`src/rtl/inst_fetch.sv`:
```
// ---------------------------------------------------------------------------
// inst_fetch
//
// Instruction fetch stage feeding the decoder. Owns the program counter,
// issues word reads to instruction memory on a request/grant bus whose
// responses come back in issue order, and buffers returned words in a small
// prefetch FIFO. The FIFO head is offered to decode as {inst, inst_pc} with a
// valid/ready handshake. A jump_flag pulse flushes everything buffered,
// drops responses still in flight, and restarts fetch at jump_target.
//
// Parameters
//   RESET_PC     first fetch address after reset
//   DEPTH        prefetch FIFO entries (power of two, >= 2)
//
// Ports
//   clk          clock, rising edge
//   rst          asynchronous active-high reset
//   jump_flag    single-cycle redirect request
//   jump_target  redirect PC; bits [1:0] are ignored
//   imem_req     fetch request (held until granted)
//   imem_addr    word-aligned fetch address
//   imem_gnt     request accepted when imem_req && imem_gnt
//   imem_rvalid  response valid (in order, >= 1 cycle after grant)
//   imem_rdata   returned instruction word
//   inst_valid   FIFO head valid
//   inst         head instruction, 0 when !inst_valid
//   inst_pc      head PC, 0 when !inst_valid
//   inst_ready   decode accepts head when inst_valid && inst_ready
// ---------------------------------------------------------------------------
module inst_fetch #(
    parameter logic [31:0] RESET_PC = 32'h0000_0000,
    parameter int          DEPTH    = 2
) (
    input  logic        clk,
    input  logic        rst,
    input  logic        jump_flag,
    input  logic [31:0] jump_target,
    output logic        imem_req,
    output logic [31:0] imem_addr,
    input  logic        imem_gnt,
    input  logic        imem_rvalid,
    input  logic [31:0] imem_rdata,
    output logic        inst_valid,
    output logic [31:0] inst,
    output logic [31:0] inst_pc,
    input  logic        inst_ready
);

    // Pointer width and a counter width that can hold 0..DEPTH inclusive.
    localparam int PW = $clog2(DEPTH);
    localparam int CW = $clog2(DEPTH) + 1;

    typedef struct packed {
        logic [31:0] word;
        logic [31:0] pc;
    } entry_t;

    entry_t         fifo [DEPTH];
    logic [PW-1:0]  rd_ptr;
    logic [PW-1:0]  wr_ptr;
    logic [CW-1:0]  count;
    logic [CW-1:0]  outstanding;
    logic [CW-1:0]  discard;
    logic [31:0]    fetch_pc;
    logic [31:0]    resp_pc;

    logic           pop;
    logic           grant;
    logic           resp;
    logic           push;
    logic [CW:0]    credit;
    logic [31:0]    jump_pc;

    // Low target bits are dropped by design; keep lint quiet about them.
    logic unused_jump_lsbs;
    assign unused_jump_lsbs = &{1'b0, jump_target[1:0]};

    assign jump_pc    = {jump_target[31:2], 2'b00};
    assign inst_valid = (count != '0);

    // A pop in the redirect cycle is meaningless: the whole FIFO is flushed.
    assign pop = inst_valid && inst_ready && !jump_flag;

    // Credit check: every granted word already owns a FIFO slot, so the
    // FIFO cannot overflow. The pop term lets a slot freed this cycle be
    // reused immediately, which is what keeps DEPTH=2 at full rate.
    assign credit   = {1'b0, count} + {1'b0, outstanding} - {{CW{1'b0}}, pop};
    assign imem_req = !rst && !jump_flag && (credit < (CW+1)'(DEPTH));

    assign imem_addr = fetch_pc;
    assign grant     = imem_req && imem_gnt;

    // A response with nothing outstanding is a protocol error; it is ignored
    // so the counters never underflow.
    assign resp = imem_rvalid && (outstanding != '0);

    // Stale responses (discard > 0) are dropped; anything arriving in the
    // redirect cycle would be flushed anyway, so it is not written.
    assign push = resp && (discard == '0) && !jump_flag;

    // Outputs are forced to zero when the head is empty so decode never sees
    // leftover words from flushed entries.
    assign inst    = inst_valid ? fifo[rd_ptr].word : 32'h0;
    assign inst_pc = inst_valid ? fifo[rd_ptr].pc   : 32'h0;

    // -----------------------------------------------------------------------
    // Control state
    // -----------------------------------------------------------------------
    always_ff @(posedge clk or posedge rst) begin
        if (rst) begin
            fetch_pc    <= RESET_PC;
            resp_pc     <= RESET_PC;
            outstanding <= '0;
            discard     <= '0;
            count       <= '0;
            rd_ptr      <= '0;
            wr_ptr      <= '0;
        end else begin
            // Grants and responses are counted in both branches; grant is
            // impossible during a redirect because imem_req is forced low.
            outstanding <= outstanding + CW'(grant) - CW'(resp);

            if (jump_flag) begin
                fetch_pc <= jump_pc;
                resp_pc  <= jump_pc;
                count    <= '0;
                rd_ptr   <= '0;
                wr_ptr   <= '0;
                // Everything still in flight after this cycle belongs to the
                // old path and must be dropped when it returns.
                discard  <= outstanding - CW'(resp);
            end else begin
                if (grant) begin
                    fetch_pc <= fetch_pc + 32'd4;
                end
                if (resp && (discard != '0)) begin
                    discard <= discard - CW'(1);
                end
                if (push) begin
                    wr_ptr  <= wr_ptr + PW'(1);
                    resp_pc <= resp_pc + 32'd4;
                end
                if (pop) begin
                    rd_ptr <= rd_ptr + PW'(1);
                end
                count <= count + CW'(push) - CW'(pop);
            end
        end
    end

    // -----------------------------------------------------------------------
    // FIFO storage: payload only, no reset needed since count gates reads.
    // -----------------------------------------------------------------------
    always_ff @(posedge clk) begin
        if (push) begin
            fifo[wr_ptr] <= '{word: imem_rdata, pc: resp_pc};
        end
    end

endmodule

```
`config.mk`:
```
export PLATFORM = sky130hd
export DESIGN_NAME = inst_fetch
export DESIGN_NICKNAME = d
export VERILOG_FILES = /design/src/rtl/inst_fetch.sv
export SDC_FILE = /design/constraint.sdc
export NUM_CORES = 1
export LEC_CHECK = 0
export ABC_CLOCK_PERIOD_IN_PS = 4300
export CORE_UTILIZATION = 52
export CTS_CLUSTER_SIZE = 24
export DETAILED_ROUTE_END_ITERATION = 12
export HOLD_SLACK_MARGIN = 0.05
export PLACE_DENSITY = 0.8
export SLEW_MARGIN = 40
export SYNTH_ARGS = -nofsm -noshare
export SYNTH_HDL_FRONTEND = slang
export SYNTH_SLANG_ARGS = --single-unit
```
`constraint.sdc`:
```
create_clock -name clk -period 4.3 [get_ports clk]
set_clock_uncertainty 0.05 [all_clocks]
set_input_delay 0.86 -clock clk [delete_from_list [all_inputs] [get_ports clk]]
set_output_delay 0.86 -clock clk [all_outputs]
set_load 0.02 [all_outputs]
```
==> impl_metrics.ini <==
[die]
die_area_um2 = 17100
start_util = 0.538
num_rows = 46
die_y_um = 131
ios = 168
die_w_um = 131
core_area_um2 = 16100

[timing]
whs_ps = 482
post-route-min-period_ps = 4110
worst_slew_pin_slew_ps = 653
rsz0062_at_grt = false
slew_headroom = 0.565
maxSlewViolCount = 0
period_share = 0.956
setup_violations = 0
fmax_mhz = 243
hold_viol = 0
finalWorstSetupSlack_ps = 188

[routing]
drt_iter0_markers = 380
viasPerCell = 5.51
drcViolationCount = 0
wirelength_mm = 19.0
antenna_left = 0
wl_per_cell_um = 17.9
dr.pass1.iters = 5
vias = 5865

[power_and_ir_drop]
powerDensity_nw_per_um2 = 488
vdd_drop_max_uv = 319
p_total_uw = 5470
leakagePower_uw = 0.00396

[synthesis]
synth_commonest_cells = 124 x edfxtp_1, 86 x nor2_1, 68 x dfrtp_1, 65 x mux2i_1, 36 x nand2_1
synthCells = 665
synth_top_area_cell = edfxtp_1
synth_top_cell_area_share = 0.431
ys_types = 50
synth_area_um2 = 8640
yosysSeqAreaShare = 0.628
ys.flop_type = edfxtp_1
synthTopCellsByArea = edfxtp_1 43%, dfrtp_1 20%, mux2i_1 7.5%, mux2_2 3.9%, nor2_1 3.7%
synth_edf_count = 124
yosysMostFrequentCell = edfxtp_1
synth_area_per_cell_um2 = 13.0
ys_warn_count = 0
async_reset_ff_frac = 0.354
ys_ff_latch = 192

[setup_path]
crit_slowest_cell = clkdlybuf4s50_1
cp.required_ps = 3390
path_max_fanout = 2
crit_chain = clkdlybuf4s50_1 -> nand2_1 -> nor2_1 -> ha_1 -> nand2b_1 -> fa_1 -> xnor2_2 -> nor4b_1 -> dlygate4sd2_1
crit_path_max_incr_delay_ps = 470
critPathKind = input pin to output pin
arrival_ps = 3200
crit_path_start_kind = input pin
end_kind = output pin

[cells_and_area]
final_layout_size_suffix_gt1_frac = 0.106
stdcell_count = 1064
antenna_cells = 0
fin_nets = 916
syn_to_final_growth_pct = 29.7
final_util = 0.698

[clocking]
cts_tree = built
clock-root-buffer = clkbuf_16
numCtsBuffers = 17
cts_sinks = 192
insertion_delay_ps = 420
clkTransAtPathRegs_ps = 60
clock_path_buffers = 2
htree_levels = 4

[global_routing]
grt.total_usage = 0.229
grt_pass1_wl_mm = 29.3
antenna_found_initial = 0
grt_max_degree = 63
grt_pass1_vias = 5697
grt-ovfl-total = 0

[placed_design]
hpwlAfterDp_mm = 12.8
gp_congestion = 0.951
numPortBuffers = 161
pre_cts_ws_ps = -89.6
dp.cells = 1032

[outcome]
run_status = completed

[worst_hold_path]
worstHoldPathType = flip-flop to flip-flop

[job]
maxCapViolCount = 0
layer usage:
layer / GRT usage / wire, um
met2: 0.373 / 9070
met4: 0.0811 / 313
met3: 0.0566 / 1260
met1: 0.298 / 8360
met5: 0 / 0
placed cells by master, fill, tap and decap left out, types with 3 or more instances in the layout:
cell type        count
nor3_1               5
nand3_1             26
edfxtp_1           124
mux2i_1             65
nand2b_1             5
buf_12               3
inv_1               15
nor4_4               3
nor2_4               3
o21a_1               3
and2_1               4
o311ai_0             3
and3_1              11
clkinv_2             6
a21oi_1              7
ha_1                10
clkbuf_16           17
o21ai_0             10
xnor2_1             35
nand2_1             36
buf_4               14
mux2_2              30
nor4_1               3
xor2_1              22
conb_1               4
inv_6                3
nor2_1              83
bufinv_16            3
clkdlybuf4s50_1    160
nand4_1             27
dfrtp_1             67
a21boi_0             6
and4_1               5
stage by stage:
step	setup TNS [ps]	cell area, um2
after floorplan	-56180	8650
after global placement	-91.3	10600
after detailed placement	-89.6	10600
after CTS	0	11200
after global routing	0	11200
final	0	11200
registers in the layout, indices dropped and copies added, names as in the netlist:
register	flops
wr_ptr	1
imem_addr	30
fifo	124
discard	2
outstanding	2
resp_pc	30
count	2
rd_ptr	1
cells by family (layout without fill, tap and decap cells):
| kind of cell | count (synthesis) | after routing | synth area share |
|---|---|---|---|
| AOI/OAI and AO/OA | 40 | 40 | 0.0313 |
| xor gates and xnor gates | 58 | 58 | 0.0596 |
| adders and majority gates | 11 | 11 | 0.0168 |
| buffers and inverters | 47 | 227 | 0.0223 |
| DFF | 192 | 192 | 0.628 |
| muxes | 95 | 95 | 0.114 |
| other | 1 | 4 | 0.000434 |
| and+or+nand+nor | 221 | 221 | 0.127 |
what timing repair did:
item | in CTS | in global routing
hold buffers | 0 | 0
setup buffers | 0 | 0
resized for setup | 1 | 0
setup endpoints to repair | 1 | 0
power by group:
group          leakage, uW  switching, uW  internal (uW)
clock network     0.000298            645            916
registers          0.00192            157           2170
logic              0.00174            855            721
critical path: cells and delay by family:
kind,cells,cell delay (ps)
XOR/XNOR,1,170
adder cells (fa/ha/maj),2,660
buffers and inverters,2,840
AND/OR/NAND/NOR,4,670
layout make-up:
class | count | area, um2
flip-flops and latches | 192 | 5430
fillers | 1102 | 4850
multi-input cells | 429 | 3080
repair buffers | 178 | 1780
clock buffers | 18 | 429
well taps | 216 | 270
clock inverters | 14 | 164
inverters | 17 | 63.8
worst paths after layout:
kind	start	endpoint	slack, ps	cells past startpoint
setup / recovery	inst_ready	imem_req	190	9
hold / removal	resp_pc[9]	fifo[1][9]	480	0
setup reg to reg	count[0]	imem_addr[31]	930	13
hold reg to reg	resp_pc[9]	fifo[1][9]	480	0
max in group asynchronous	rst	resp_pc[20]	2410	3
min in group asynchronous	rst	imem_addr[7]	800	2
Power figures use the tool's default switching activity.
